--- config.mk ---
export PLATFORM = sky130hd
export DESIGN_NAME = axi4_stream_wr_master
export DESIGN_NICKNAME = d
export VERILOG_FILES = /design/src/rtl/axi_wr_master_pkg.sv /design/src/rtl/axi4_stream_wr_master.sv
export SDC_FILE = /design/constraint.sdc
export NUM_CORES = 1
export LEC_CHECK = 0
export CAP_MARGIN = 0
export CORE_AREA = 2 2 259 261
export CTS_CLUSTER_SIZE = 16
export DETAILED_ROUTE_END_ITERATION = 6
export DIE_AREA = 0 0 261 263
export SYNTH_ARGS = -nofsm -noshare
export SYNTH_HDL_FRONTEND = slang
export SYNTH_SLANG_ARGS = --single-unit
--- constraint.sdc ---
create_clock -name clk_i -period 10.5 [get_ports clk_i]
set_clock_uncertainty 0.05 [all_clocks]
set_input_delay 1.05 -clock clk_i [delete_from_list [all_inputs] [get_ports clk_i]]
set_output_delay 1.05 -clock clk_i [all_outputs]
set_load 0.02 [all_outputs]
--- src/rtl/axi_wr_master_pkg.sv ---
// axi_wr_master_pkg: shared FSM states, AXI encodings and helpers for the stream write master.
package axi_wr_master_pkg;

    typedef enum logic [2:0] {IDLE, AW, W, B, DONE} wm_state_t;

    localparam logic [1:0] AXI_BURST_INCR = 2'b01;
    localparam logic [1:0] AXI_RESP_OKAY  = 2'b00;

    function automatic logic [2:0] axi_size(input int data_width);
        return 3'($clog2(data_width / 8));
    endfunction

endpackage

--- src/rtl/axi4_stream_wr_master.sv ---
// axi4_stream_wr_master: splits one {addr, beats} command plus a data stream into
// single-outstanding AXI4 INCR write bursts of at most MAX_BURST beats.
module axi4_stream_wr_master
    import axi_wr_master_pkg::*;
#(
    parameter int ADDR_WIDTH = 27,
    parameter int DATA_WIDTH = 256,
    parameter int ID_WIDTH   = 4,
    parameter int MAX_BURST  = 64,
    parameter int ADDR_STEP  = 8,
    parameter int LEN_WIDTH  = 24
) (
    input  logic                    clk_i,
    input  logic                    rst_i,
    input  logic                    cmd_valid_i,
    output logic                    cmd_ready_o,
    input  logic [ADDR_WIDTH-1:0]   cmd_addr_i,
    input  logic [LEN_WIDTH-1:0]    cmd_beats_i,
    input  logic [ID_WIDTH-1:0]     cmd_id_i,
    input  logic [DATA_WIDTH-1:0]   s_data_i,
    input  logic                    s_valid_i,
    output logic                    s_ready_o,
    output logic                    done_o,
    output logic                    err_o,
    output logic [ID_WIDTH-1:0]     axi_awid_o,
    output logic [ADDR_WIDTH-1:0]   axi_awaddr_o,
    output logic [7:0]              axi_awlen_o,
    output logic [2:0]              axi_awsize_o,
    output logic [1:0]              axi_awburst_o,
    output logic                    axi_awvalid_o,
    input  logic                    axi_awready_i,
    output logic [DATA_WIDTH-1:0]   axi_wdata_o,
    output logic [DATA_WIDTH/8-1:0] axi_wstrb_o,
    output logic                    axi_wlast_o,
    output logic                    axi_wvalid_o,
    input  logic                    axi_wready_i,
    input  logic [ID_WIDTH-1:0]     axi_bid_i,
    input  logic [1:0]              axi_bresp_i,
    input  logic                    axi_bvalid_i,
    output logic                    axi_bready_o
);

    wm_state_t             state_q, state_d;
    logic [ADDR_WIDTH-1:0] addr_q, addr_d;
    logic [LEN_WIDTH-1:0]  rem_q, rem_d;
    logic [ID_WIDTH-1:0]   id_q, id_d;
    logic [7:0]            beat_q, beat_d;
    logic                  err_q, err_d;
    logic [LEN_WIDTH-1:0]  burst;
    logic                  unused_bid;

    assign unused_bid = ^axi_bid_i;
    assign burst = (rem_q > LEN_WIDTH'(MAX_BURST)) ? LEN_WIDTH'(MAX_BURST) : rem_q;

    assign cmd_ready_o   = (state_q == IDLE) && !rst_i;
    assign axi_awvalid_o = (state_q == AW);
    assign axi_awid_o    = id_q;
    assign axi_awaddr_o  = addr_q;
    assign axi_awlen_o   = 8'(burst - LEN_WIDTH'(1));
    assign axi_awsize_o  = axi_size(DATA_WIDTH);
    assign axi_awburst_o = AXI_BURST_INCR;
    // W channel is a combinational pass-through of the stream, gated to the W state
    assign axi_wvalid_o  = (state_q == W) && s_valid_i;
    assign axi_wdata_o   = s_data_i;
    assign axi_wstrb_o   = '1;
    assign axi_wlast_o   = (beat_q == axi_awlen_o);
    assign s_ready_o     = (state_q == W) && axi_wready_i && !rst_i;
    assign axi_bready_o  = (state_q == B);
    assign done_o        = (state_q == DONE);
    assign err_o         = err_q;

    always_comb begin
        state_d = state_q;
        addr_d  = addr_q;
        rem_d   = rem_q;
        id_d    = id_q;
        beat_d  = beat_q;
        err_d   = err_q;
        unique case (state_q)
            IDLE: if (cmd_valid_i) begin
                addr_d  = cmd_addr_i;
                rem_d   = cmd_beats_i;
                id_d    = cmd_id_i;
                err_d   = 1'b0;
                state_d = (cmd_beats_i == '0) ? DONE : AW;
            end
            AW: if (axi_awready_i) begin
                beat_d  = '0;
                state_d = W;
            end
            W: if (axi_wvalid_o && axi_wready_i) begin
                beat_d  = beat_q + 8'd1;
                state_d = axi_wlast_o ? B : W;
            end
            B: if (axi_bvalid_i) begin
                err_d   = err_q | (axi_bresp_i != AXI_RESP_OKAY);
                rem_d   = rem_q - burst;
                addr_d  = addr_q + ADDR_WIDTH'(burst) * ADDR_WIDTH'(ADDR_STEP);
                state_d = (rem_q == burst) ? DONE : AW;
            end
            DONE:    state_d = IDLE;
            default: state_d = IDLE;
        endcase
    end

    always_ff @(posedge clk_i) begin
        if (rst_i) begin
            state_q <= IDLE;
            addr_q  <= '0;
            rem_q   <= '0;
            id_q    <= '0;
            beat_q  <= '0;
            err_q   <= 1'b0;
        end else begin
            state_q <= state_d;
            addr_q  <= addr_d;
            rem_q   <= rem_d;
            id_q    <= id_d;
            beat_q  <= beat_d;
            err_q   <= err_d;
        end
    end

endmodule
==> results.sh <==
export IMPL_outcome="finished, violations left"
export IMPL_violations="DRC"
export IMPL_fin_crit_sh_pct=53.9
export IMPL_synth_area_per_cell_sq_um=7.40
export IMPL_yosysTopAreaCellShare_pct=30.4
export IMPL_ys_top_cells_by_area="buf_4 (30%), dfxtp_1 (19%), nand2_1 (5.0%)"
export IMPL_yosys_cell_count_top_type="buf_4"
export IMPL_arrival_ns=4.56
export IMPL_tritoncts_num_buffers=9
export IMPL_dieArea_sq_um=68600
export IMPL_rsz0062_at_grt="false"
export IMPL_synth_cells=976
export IMPL_hold_path_class="register to register"
export IMPL_coreArea_sq_um=65600
export IMPL_grt_overflow=0
export IMPL_worstMarginPinSlew_ns=0.780
export IMPL_slew_viol_final=0
export IMPL_fin_hold_ws_ns=0.408
export IMPL_p_leak_nw=2.68
export IMPL_seq_area_frac_synth_pct=18.6
export IMPL_h_tree_depth=3
export IMPL_final_core_util_pct=11.6
export IMPL_rows=94
export IMPL_postRouteAntennaNets=0
export IMPL_dieWidth_microns=261
export IMPL_die_y_microns=263
export IMPL_first_global_vias=5669
export IMPL_dr_total_vias=5887
export IMPL_path_class="register to primary output"
export IMPL_setup_viol=0
export IMPL_final_nets=1171
export IMPL_synth_edf_count=0
export IMPL_async_flop_share_pct=0
export IMPL_ios=664
export IMPL_drcViolationCount=1
export IMPL_ys_flop_type="dfxtp_1"
export IMPL_grt_pass1_wl_microns=42800
export IMPL_cts_sinks=67
export IMPL_dp_hpwl_microns=24300
export IMPL_cp_end_kind="primary output"
export IMPL_totalWireLength_microns=31300
export IMPL_grt_max_degree=52
export IMPL_setup_tns_ns=0
export IMPL_power_density_nw_per_um2=191
export IMPL_cts_tree="done"
export IMPL_fin_crit_ns=5.66
export IMPL_syn_area_sq_um=7230
export IMPL_finalHoldViolCount=0
export IMPL_insertion_delay_ns=0.38
export IMPL_crit_required_ns=9.40
export IMPL_cts_setup_buffers=0
export IMPL_start_util_pct=11.0
export IMPL_post_drt_wl_per_cell_microns=18.5
export IMPL_antenna_found_initial=11
export IMPL_slew_headroom_pct=47.5
export IMPL_synth_seq_cells=67
export IMPL_drive_above_1_share_pct=5.45
export IMPL_vias_per_cell=3.48
export IMPL_initialDrtViolationCount=319
export IMPL_cts_root_buf="clkbuf_16"
export IMPL_ctsResizeCount=0
export IMPL_ir_drop_mv=0.0845
export IMPL_gp_congestion=0.775
export IMPL_synth_top_cell_by_area="buf_4"
export IMPL_dr_pass1_iters=7
export IMPL_drv_cap=0
export IMPL_cts_buffer_depth=2
export IMPL_path_clk_slew_ns=0.07
export IMPL_syn2layout_area_growth_pct=4.90
export IMPL_port_buffers=110
export IMPL_worst_setup_path_start_kind="register"
export IMPL_ys_types=71
export IMPL_hold_buffers=0
export IMPL_cp_max_fo=16
export IMPL_ys_warn_count=0
export IMPL_grt_usage_pct=8.97
export IMPL_synth_common_cells="buf_4 (293), nand2_1 (97), nor2_1 (74)"
export IMPL_fmax_mhz=177
layout by cell type (no fill, tap or decap), types with 9 or more instances in the layout:
| cell type | netlist | routed |
|---|---|---|
| a211oi_1 | 20 | 20 |
| a21o_1 | 11 | 11 |
| a21oi_1 | 71 | 71 |
| clkbuf_16 | 0 | 9 |
| clkdlybuf4s50_1 | 0 | 109 |
| conb_1 | 2 | 54 |
| dfxtp_1 | 67 | 67 |
| ha_1 | 26 | 26 |
| inv_1 | 12 | 12 |
| nand2_1 | 97 | 97 |
| nand3_1 | 13 | 13 |
| nor2_1 | 74 | 73 |
| nor3_1 | 21 | 21 |
| nor4_1 | 12 | 12 |
| o21ai_0 | 36 | 36 |
| xnor2_1 | 15 | 15 |
| xor2_1 | 9 | 9 |
critical path, cell delays in order (launching register included):
cell	delay, ns
dfxtp_1	0.34
nor4_1	0.57
and3_1	0.42
and3_1	0.61
nand2_1	0.23
ha_1	0.34
nand2_1	0.12
nor4_1	0.07
or3_1	0.35
a211oi_1	0.27
o211a_1	0.23
clkdlybuf4s50_1	0.62
cells by family after synthesis:
| group | synth area share (%) |
|---|---|
| XOR/XNOR | 3.22 |
| AO/OA/AOI/OAI | 19.3 |
| buffers and inverters | 33.8 |
| adder cells (fa/ha/maj) | 4.78 |
| other | 0.104 |
| multiplexers | 1.26 |
| AND/OR/NAND/NOR | 19.0 |
| flip-flops | 18.6 |
report_power, final:
part	internal [mW]	switching [mW]	total, mW
Clock	0.185	0.153	0.338
Combinational	0.282	0.446	0.728
Sequential	0.308	0.0709	0.379
metal layers:
metal / vias up / global-route usage, % / routed length, microns / share of wire (%)
li1: 2738 / - / - / -
met1: 2604 / 10.2 / 12500 / 40
met2: 381 / 12.8 / 13100 / 42
met3: 156 / 5.17 / 3850 / 12
met4: 8 / 5.53 / 1730 / 5.5
met5: - / 0 / 63 / 0.20
flip-flops by register name (all words and copies together) (netlist names):
name	cells
axi_awaddr_o	27
rem_q	24
beat_q	8
axi_awid_o	4
state_q	3
err_o	1
path summary, 6_finish.rpt:
| kind | start | end | slack (ns) | depth (start not counted) |
|---|---|---|---|---|
| setup / recovery | rem_q[20] | axi_wlast_o | 4.84 | 11 |
| hold / removal | axi_awid_o[2] | axi_awid_o[2] | 0.41 | 2 |
| setup reg to reg | rem_q[20] | axi_awaddr_o[25] | 5.24 | 14 |
| hold reg to reg | axi_awid_o[2] | axi_awid_o[2] | 0.41 | 2 |
final cells by class:
class / instances / area (sq um)
Antenna cell: 5 / 12.5
Clock buffer: 9 / 225
Clock inverter: 7 / 76.3
Fill cell: 7652 / 58000
Inverter: 12 / 45.0
Multi-Input combinational cell: 612 / 3640
Sequential cell: 67 / 1340
Tap cell: 864 / 1080
Timing Repair Buffer: 118 / 1160
stage by stage:
| stage | cell area, sq um | std cells | total power, mW | setup WS, ns |
|---|---|---|---|---|
| after detailed placement | 7270 | 1673 | 1.11 | 5.21 |
| after floorplan | 7420 | 1028 | 1.01 | 6.31 |
| final | 7580 | 1694 | 1.44 | 4.84 |
| after global placement | 7270 | 1673 | 1.11 | 5.22 |
| after CTS | 7570 | 1689 | 1.47 | 4.75 |
| after global routing | 7570 | 1689 | 1.57 | 4.30 |
Note: power is estimated with default switching activity, not from simulation.
